[config.mk]
export PLATFORM = sky130hd
export DESIGN_NAME = sid_i2s_tx
export DESIGN_NICKNAME = d
export VERILOG_FILES = /design/src/rtl/sid_pkg.sv /design/src/rtl/sid_bclk_div.sv /design/src/rtl/sid_i2s_tx.sv
export SDC_FILE = /design/constraint.sdc
export NUM_CORES = 1
export LEC_CHECK = 0
export ABC_AREA = 1
export BUFFER_PORTS_ARGS = -buffer_cell sky130_fd_sc_hd__buf_2
export CAP_MARGIN = 20
export CORE_ASPECT_RATIO = 2
export CORE_MARGIN = 2
export CORE_UTILIZATION = 59
export CTS_CLUSTER_SIZE = 40
export DETAILED_ROUTE_END_ITERATION = 7
export MAX_ROUTING_LAYER = met4
export PLACE_DENSITY = 0.79
export SLEW_MARGIN = 40
export SYNTH_ARGS = -nofsm -noshare
export SYNTH_HDL_FRONTEND = slang
export SYNTH_SLANG_ARGS = --single-unit
[constraint.sdc]
create_clock -name clk -period 1.69 [get_ports clk]
set_input_delay 0.2535 -clock clk [delete_from_list [all_inputs] [get_ports clk]]
set_output_delay 0.2535 -clock clk [all_outputs]
set_load 0.02 [all_outputs]
[src/rtl/sid_pkg.sv]
// Shared constants, sample type and offset-binary conversion for the SID audio path.
// Latency: none (package only).
// Backpressure: none (package only).
package sid_pkg;

    localparam int unsigned FRAME_BITS = 32;
    localparam int unsigned SLOT_BITS  = 16;

    typedef logic [SLOT_BITS-1:0] sample_t;

    localparam sample_t MIDSCALE = 16'h8000;

    // Unsigned offset-binary to two's complement: flip the MSB.
    function automatic sample_t u2s(input sample_t x);
        return x ^ MIDSCALE;
    endfunction

endpackage

[src/rtl/sid_bclk_div.sv]
// I2S bit-clock generator: toggles bclk every BCLK_DIV clk cycles, flags the 1->0 toggle.
// Latency: bclk is registered; fall_evt is high in the cycle whose edge drives bclk low.
// Backpressure: none, free-running from reset.
module sid_bclk_div #(
    parameter int unsigned BCLK_DIV = 8
) (
    input  logic clk,
    input  logic n_reset,
    output logic bclk,
    output logic fall_evt
);

    localparam logic [7:0] TERM = 8'(BCLK_DIV - 1);

    logic [7:0] div_cnt_q;
    logic [7:0] div_cnt_d;
    logic       bclk_q;
    logic       bclk_d;
    logic       term;

    assign term     = (div_cnt_q == TERM);
    // Fall event coincides with the edge on which the registered bclk drops.
    assign fall_evt = term & bclk_q;
    assign bclk     = bclk_q;

    // Next-state: wrap the divider at terminal count and toggle bclk there.
    always_comb begin
        div_cnt_d = div_cnt_q + 8'd1;
        bclk_d    = bclk_q;
        if (term) begin
            div_cnt_d = '0;
            bclk_d    = ~bclk_q;
        end
    end

    // Divider state with synchronous active-low reset.
    always_ff @(posedge clk) begin
        if (!n_reset) begin
            div_cnt_q <= '0;
            bclk_q    <= 1'b0;
        end else begin
            div_cnt_q <= div_cnt_d;
            bclk_q    <= bclk_d;
        end
    end

endmodule

[src/rtl/sid_i2s_tx.sv]
// Philips I2S transmitter for the SID filter output; latest sample wins at each frame load.
// Latency: strobe to MSB on pin at most 64*BCLK_DIV+1 clk; frame period 64*BCLK_DIV clk.
// Backpressure: none; unsent samples are replaced and flagged on sample_overwrite.
// Optional: define SID_I2S_STEREO_EN to add audio_in_r for an independent right slot.
module sid_i2s_tx
    import sid_pkg::*;
#(
    parameter int unsigned BCLK_DIV = 8
) (
    input  logic          clk,
    input  logic          n_reset,
    input  logic [15:0]   audio_in,
`ifdef SID_I2S_STEREO_EN
    input  logic [15:0]   audio_in_r,
`endif
    input  logic          sample_valid,
    output logic          i2s_bclk,
    output logic          i2s_lrclk,
    output logic          i2s_sdata,
    output logic          frame_start,
    output logic          sample_overwrite
);

    localparam int unsigned CW = $clog2(FRAME_BITS);

    logic                  fall_evt;

    sample_t               hold_q, hold_d;
    logic                  fresh_q, fresh_d;
    logic [CW-1:0]         bit_cnt_q, bit_cnt_d;
    logic [FRAME_BITS-1:0] shift_q, shift_d;
    logic                  lrclk_q, lrclk_d;
    logic                  frame_start_q, frame_start_d;
    logic                  overwrite_q, overwrite_d;
    logic                  load;
    sample_t               cur_l, cur_r;

    sid_bclk_div #(
        .BCLK_DIV (BCLK_DIV)
    ) u_bclk_div (
        .clk      (clk),
        .n_reset  (n_reset),
        .bclk     (i2s_bclk),
        .fall_evt (fall_evt)
    );

`ifdef SID_I2S_STEREO_EN
    sample_t hold_r_q, hold_r_d;

    // Right-slot hold register, captured on the same strobe as the left.
    always_comb begin
        hold_r_d = hold_r_q;
        if (sample_valid) hold_r_d = audio_in_r;
        cur_r = sample_valid ? audio_in_r : hold_r_q;
    end

    // Right-slot hold state.
    always_ff @(posedge clk) begin
        if (!n_reset) hold_r_q <= MIDSCALE;
        else          hold_r_q <= hold_r_d;
    end
`else
    // Without a separate right input both slots carry the same sample.
    always_comb begin
        cur_r = cur_l;
    end
`endif

    // Capture, frame load/shift, word select and status pulses.
    always_comb begin
        hold_d        = hold_q;
        fresh_d       = fresh_q;
        bit_cnt_d     = bit_cnt_q;
        shift_d       = shift_q;
        lrclk_d       = lrclk_q;
        frame_start_d = 1'b0;
        load          = 1'b0;
        // A strobe on the load cycle bypasses the hold register.
        cur_l         = sample_valid ? audio_in : hold_q;

        if (sample_valid) begin
            hold_d  = audio_in;
            fresh_d = 1'b1;
        end

        if (fall_evt) begin
            bit_cnt_d = bit_cnt_q + 1'b1;
            // WS leads each slot's MSB by one bit clock.
            lrclk_d   = (bit_cnt_d >= CW'(SLOT_BITS - 1)) &&
                        (bit_cnt_d <= CW'(FRAME_BITS - 2));
            if (bit_cnt_d == '0) begin
                load          = 1'b1;
                shift_d       = {u2s(cur_l), u2s(cur_r)};
                fresh_d       = 1'b0;
                frame_start_d = 1'b1;
            end else begin
                shift_d = shift_q << 1;
            end
        end

        overwrite_d = sample_valid & fresh_q & ~load;
    end

    // Main state with synchronous active-low reset; any reset aborts the frame.
    always_ff @(posedge clk) begin
        if (!n_reset) begin
            hold_q        <= MIDSCALE;
            fresh_q       <= 1'b0;
            bit_cnt_q     <= CW'(FRAME_BITS - 1);
            shift_q       <= '0;
            lrclk_q       <= 1'b0;
            frame_start_q <= 1'b0;
            overwrite_q   <= 1'b0;
        end else begin
            hold_q        <= hold_d;
            fresh_q       <= fresh_d;
            bit_cnt_q     <= bit_cnt_d;
            shift_q       <= shift_d;
            lrclk_q       <= lrclk_d;
            frame_start_q <= frame_start_d;
            overwrite_q   <= overwrite_d;
        end
    end

    assign i2s_sdata        = shift_q[FRAME_BITS-1];
    assign i2s_lrclk        = lrclk_q;
    assign frame_start      = frame_start_q;
    assign sample_overwrite = overwrite_q;

endmodule
==> impl_metrics.toml <==
[global_route]
use_met2 = 0.398
first_pass_grt_wire_length_um = 10600
congestion_overflow_gr = 0
grtUsageMet1 = 0.231
top_usage_layer = "met2"
use_met3 = 0.0700
antenna_violations_before_repair = 0
grt_usage = 0.231
first_global_vias = 2565
grt_start_max_net_pins = 40

[logic_synthesis]
yosysMostFrequentCell = "sky130_fd_sc_hd__nor2_1"
synth_warnings = 0
synth_area_sq_mm = 0.00311
synth_largest_area_cell = "sky130_fd_sc_hd__dfxtp_1"
synth_top_flop_cell = "sky130_fd_sc_hd__dfxtp_1"
yosysSeqAreaShare = 0.425
post_synth_inst_count = 455
ys_ff_latch = 66
netlist-cell-type-count = 26
synth.top_cells.by_count = "94 x sky130_fd_sc_hd__nor2_1, 89 x sky130_fd_sc_hd__nand2_1, 66 x sky130_fd_sc_hd__dfxtp_1"
synth.top_cells.by_area = "sky130_fd_sc_hd__dfxtp_1 43%, sky130_fd_sc_hd__nor2_1 11%, sky130_fd_sc_hd__nand2_1 11%, sky130_fd_sc_hd__nand3_1 8.7%, sky130_fd_sc_hd__inv_1 7.6%"
synth.top_cell.area_share = 0.425
asyncSetResetFlopFracSynth = 0
post_synth.cell_area_avg_sq_um = 6.83
synthesis.nets = 479
number_of_synthesized_flops_with_an_enable_pin = 0

[clocking]
cts_tree = "yes"
clockBufferDepth = 2
cts_inserted_buffers = 9
clock_sink_count = 66
clock_insertion_delay_worst_skew_ns = 0.35
clockRootBuffer = "sky130_fd_sc_hd__clkbuf_8"
htree_num_levels = 3
cts.reportedPaths.clkPinSlew_ns = 0.06

[die]
floorplan.die.width_um = 55.3
initial_utilization = 0.610
placeableCoreArea_sq_mm = 0.00509
num_io_pins = 24
row_count = 37
design.die.area_sq_mm = 0.00590
dieHeight_um = 107

[drt]
vias_per_cell = 5.10
vias = 2788
drt_wl_total_um = 6470
drc_violation_total_after_the_first_tritonroute_iteration = 111
detail-route-antenna-nets = 0
drt_drc_violations_left = 0
detail_route.first_pass.iterations = 4
routedWlPerCell_um = 11.8

[timing]
worst-slew-pin-transition_ns = 0.383
final_number_of_setup_violating_endpoints = 0
drv_slew = 0
setup_tns_ns = 0
period_share = 0.936
relative_slew_margins = 0.745
final.setup_skew_ns = 0.00524
fmax_mhz = 632
hold_violations = 0
final_period_minus_worst_setup_slack_ns = 1.58
hold_ws_ns = 0.164

[hold_path]
worst_hold_path_type = "primary input to register"

[layout]
filler_cell_count = 444
antenna_cells = 0
synthToLayoutAreaGrowth_pct = 16.0
layout.cell_area.non_filler_sq_mm = 0.00360
fin_nets = 509
final_cell_count_no_fill = 547
drive_above_1_share = 0.160

[pwr]
power_density_mw_per_mm2 = 874
power.total_mw = 3.15
power.leakage_nw = 1.84
vdd_ir_drop_max_uv = 701

[setup_path]
timing.critical_path.required_ns = 1.98
critical_path_peak_fanout = 39
path_cells = "ha_2, nand3_2, nor3_4, buf_12, nor2_1, nor2_1, nand2_1, inv_1"
worst-endpoint-arrival_ns = 1.88
cpMostUsedCell = "sky130_fd_sc_hd__nor2_1"
timing.setup.critical_path_class = "register to register"
cpPeakStageDelay_ns = 0.34
critical-path-slowest-cell = "sky130_fd_sc_hd__dfxtp_2"
worstSetupEndpointType = "register"
setup.worst_path.start_class = "register"

[run_status]
status = "finished, final reports clean"

[placement]
numPlacedInstances = 528
detailed_place.area_sq_mm = 0.00333
placement.io_buffers = 23
detailedPlacementHpwl_um = 4370
gp_congestion = 0.845

[job]
maxCapViolCount = 0
final cells by class:
type	instances	area, sq um	share of cell area
Clock buffer	13	169	0.0469
Clock inverter	2	35.0	0.00972
Inverter	64	240	0.0666
Multi-Input combinational cell	303	1440	0.401
Sequential cell	66	1320	0.367
Tap cell	58	72.6	0.0201
Timing Repair Buffer	41	322	0.0892
through the flow:
step,util,setup WS (ns)
6_report,0.708,0.107
5_1_grt,0.708,-0.00860
4_1_cts,0.694,0.0427
3_5_place_dp,0.654,0.0586
3_3_place_gp,0.654,0.0644
2_1_floorplan,-,0.143
cell families (layout without fill, tap and decap cells):
group / after synthesis / after routing / share of synthesized area
flops: 66 / 66 / 0.425
simple gates: 266 / 266 / 0.371
buf+inv: 86 / 120 / 0.116
xor+xnor: 2 / 2 / 0.00564
compound gates: 29 / 29 / 0.0580
mux: 1 / 1 / 0.00322
fa+ha+maj: 5 / 5 / 0.0201
cell usage in the layout, fill, tap and decap left out, types with 9 or more instances in the layout:
cell and instances:
sky130_fd_sc_hd__buf_2 23, sky130_fd_sc_hd__o21a_1 14, sky130_fd_sc_hd__inv_1 62, sky130_fd_sc_hd__clkbuf_8 12, sky130_fd_sc_hd__nand2_1 89, sky130_fd_sc_hd__dfxtp_1 65
sky130_fd_sc_hd__a21oi_1 9, sky130_fd_sc_hd__nand3_1 52, sky130_fd_sc_hd__or2_2 15, sky130_fd_sc_hd__nor2_1 94, sky130_fd_sc_hd__buf_4 12
power by group:
| group | switching (mW) | total [mW] | internal [mW] |
|---|---|---|---|
| sequential | 0.0124 | 1.60 | 1.59 |
| clock | 0.570 | 1.36 | 0.792 |
| combinational | 0.105 | 0.184 | 0.0791 |
| total | 0.688 | 3.15 | 2.46 |
path summary, 6_finish.rpt:
| path | start | endpoint | slack [ns] | cells after the start |
|---|---|---|---|---|
| max | u_bclk_div.div_cnt_q[0] | shift_q[21] | 0.11 | 8 |
| min reg2reg | u_bclk_div.div_cnt_q[0] | u_bclk_div.div_cnt_q[0] | 0.42 | 1 |
| min | n_reset | hold_q[15] | 0.16 | 2 |
| max reg2reg | u_bclk_div.div_cnt_q[0] | shift_q[21] | 0.11 | 8 |
worst max-delay path: cells and delay by family, from the launching register on:
kind | cells | cell delay [ns]
and+or+nand+nor | 5 | 0.70
DFF | 1 | 0.34
buffers and inverters | 2 | 0.29
adders and majority gates | 1 | 0.20
sequential cells by signal, indices dropped and copies added, names as in the netlist, 5 cells and up:
name,count
u_bclk_div.div_cnt_q,8
bit_cnt_q,5
hold_q,16
shift_q,32
metal layers:
layer	part of all wire	wire [um]	vias up
met5	0	0	-
met4	0.022	144	0
met3	0.036	232	13
met2	0.53	3410	48
met1	0.41	2680	1274
li1	-	-	1453
repair_timing:
item | 4_1_cts | 5_1_grt
hold buffers | 0 | 0
resized for setup | 0 | 7
buffers inserted | 0 | 3
endpoints found under the setup margin | 0 | 25
Power figures use the tool's default switching activity.
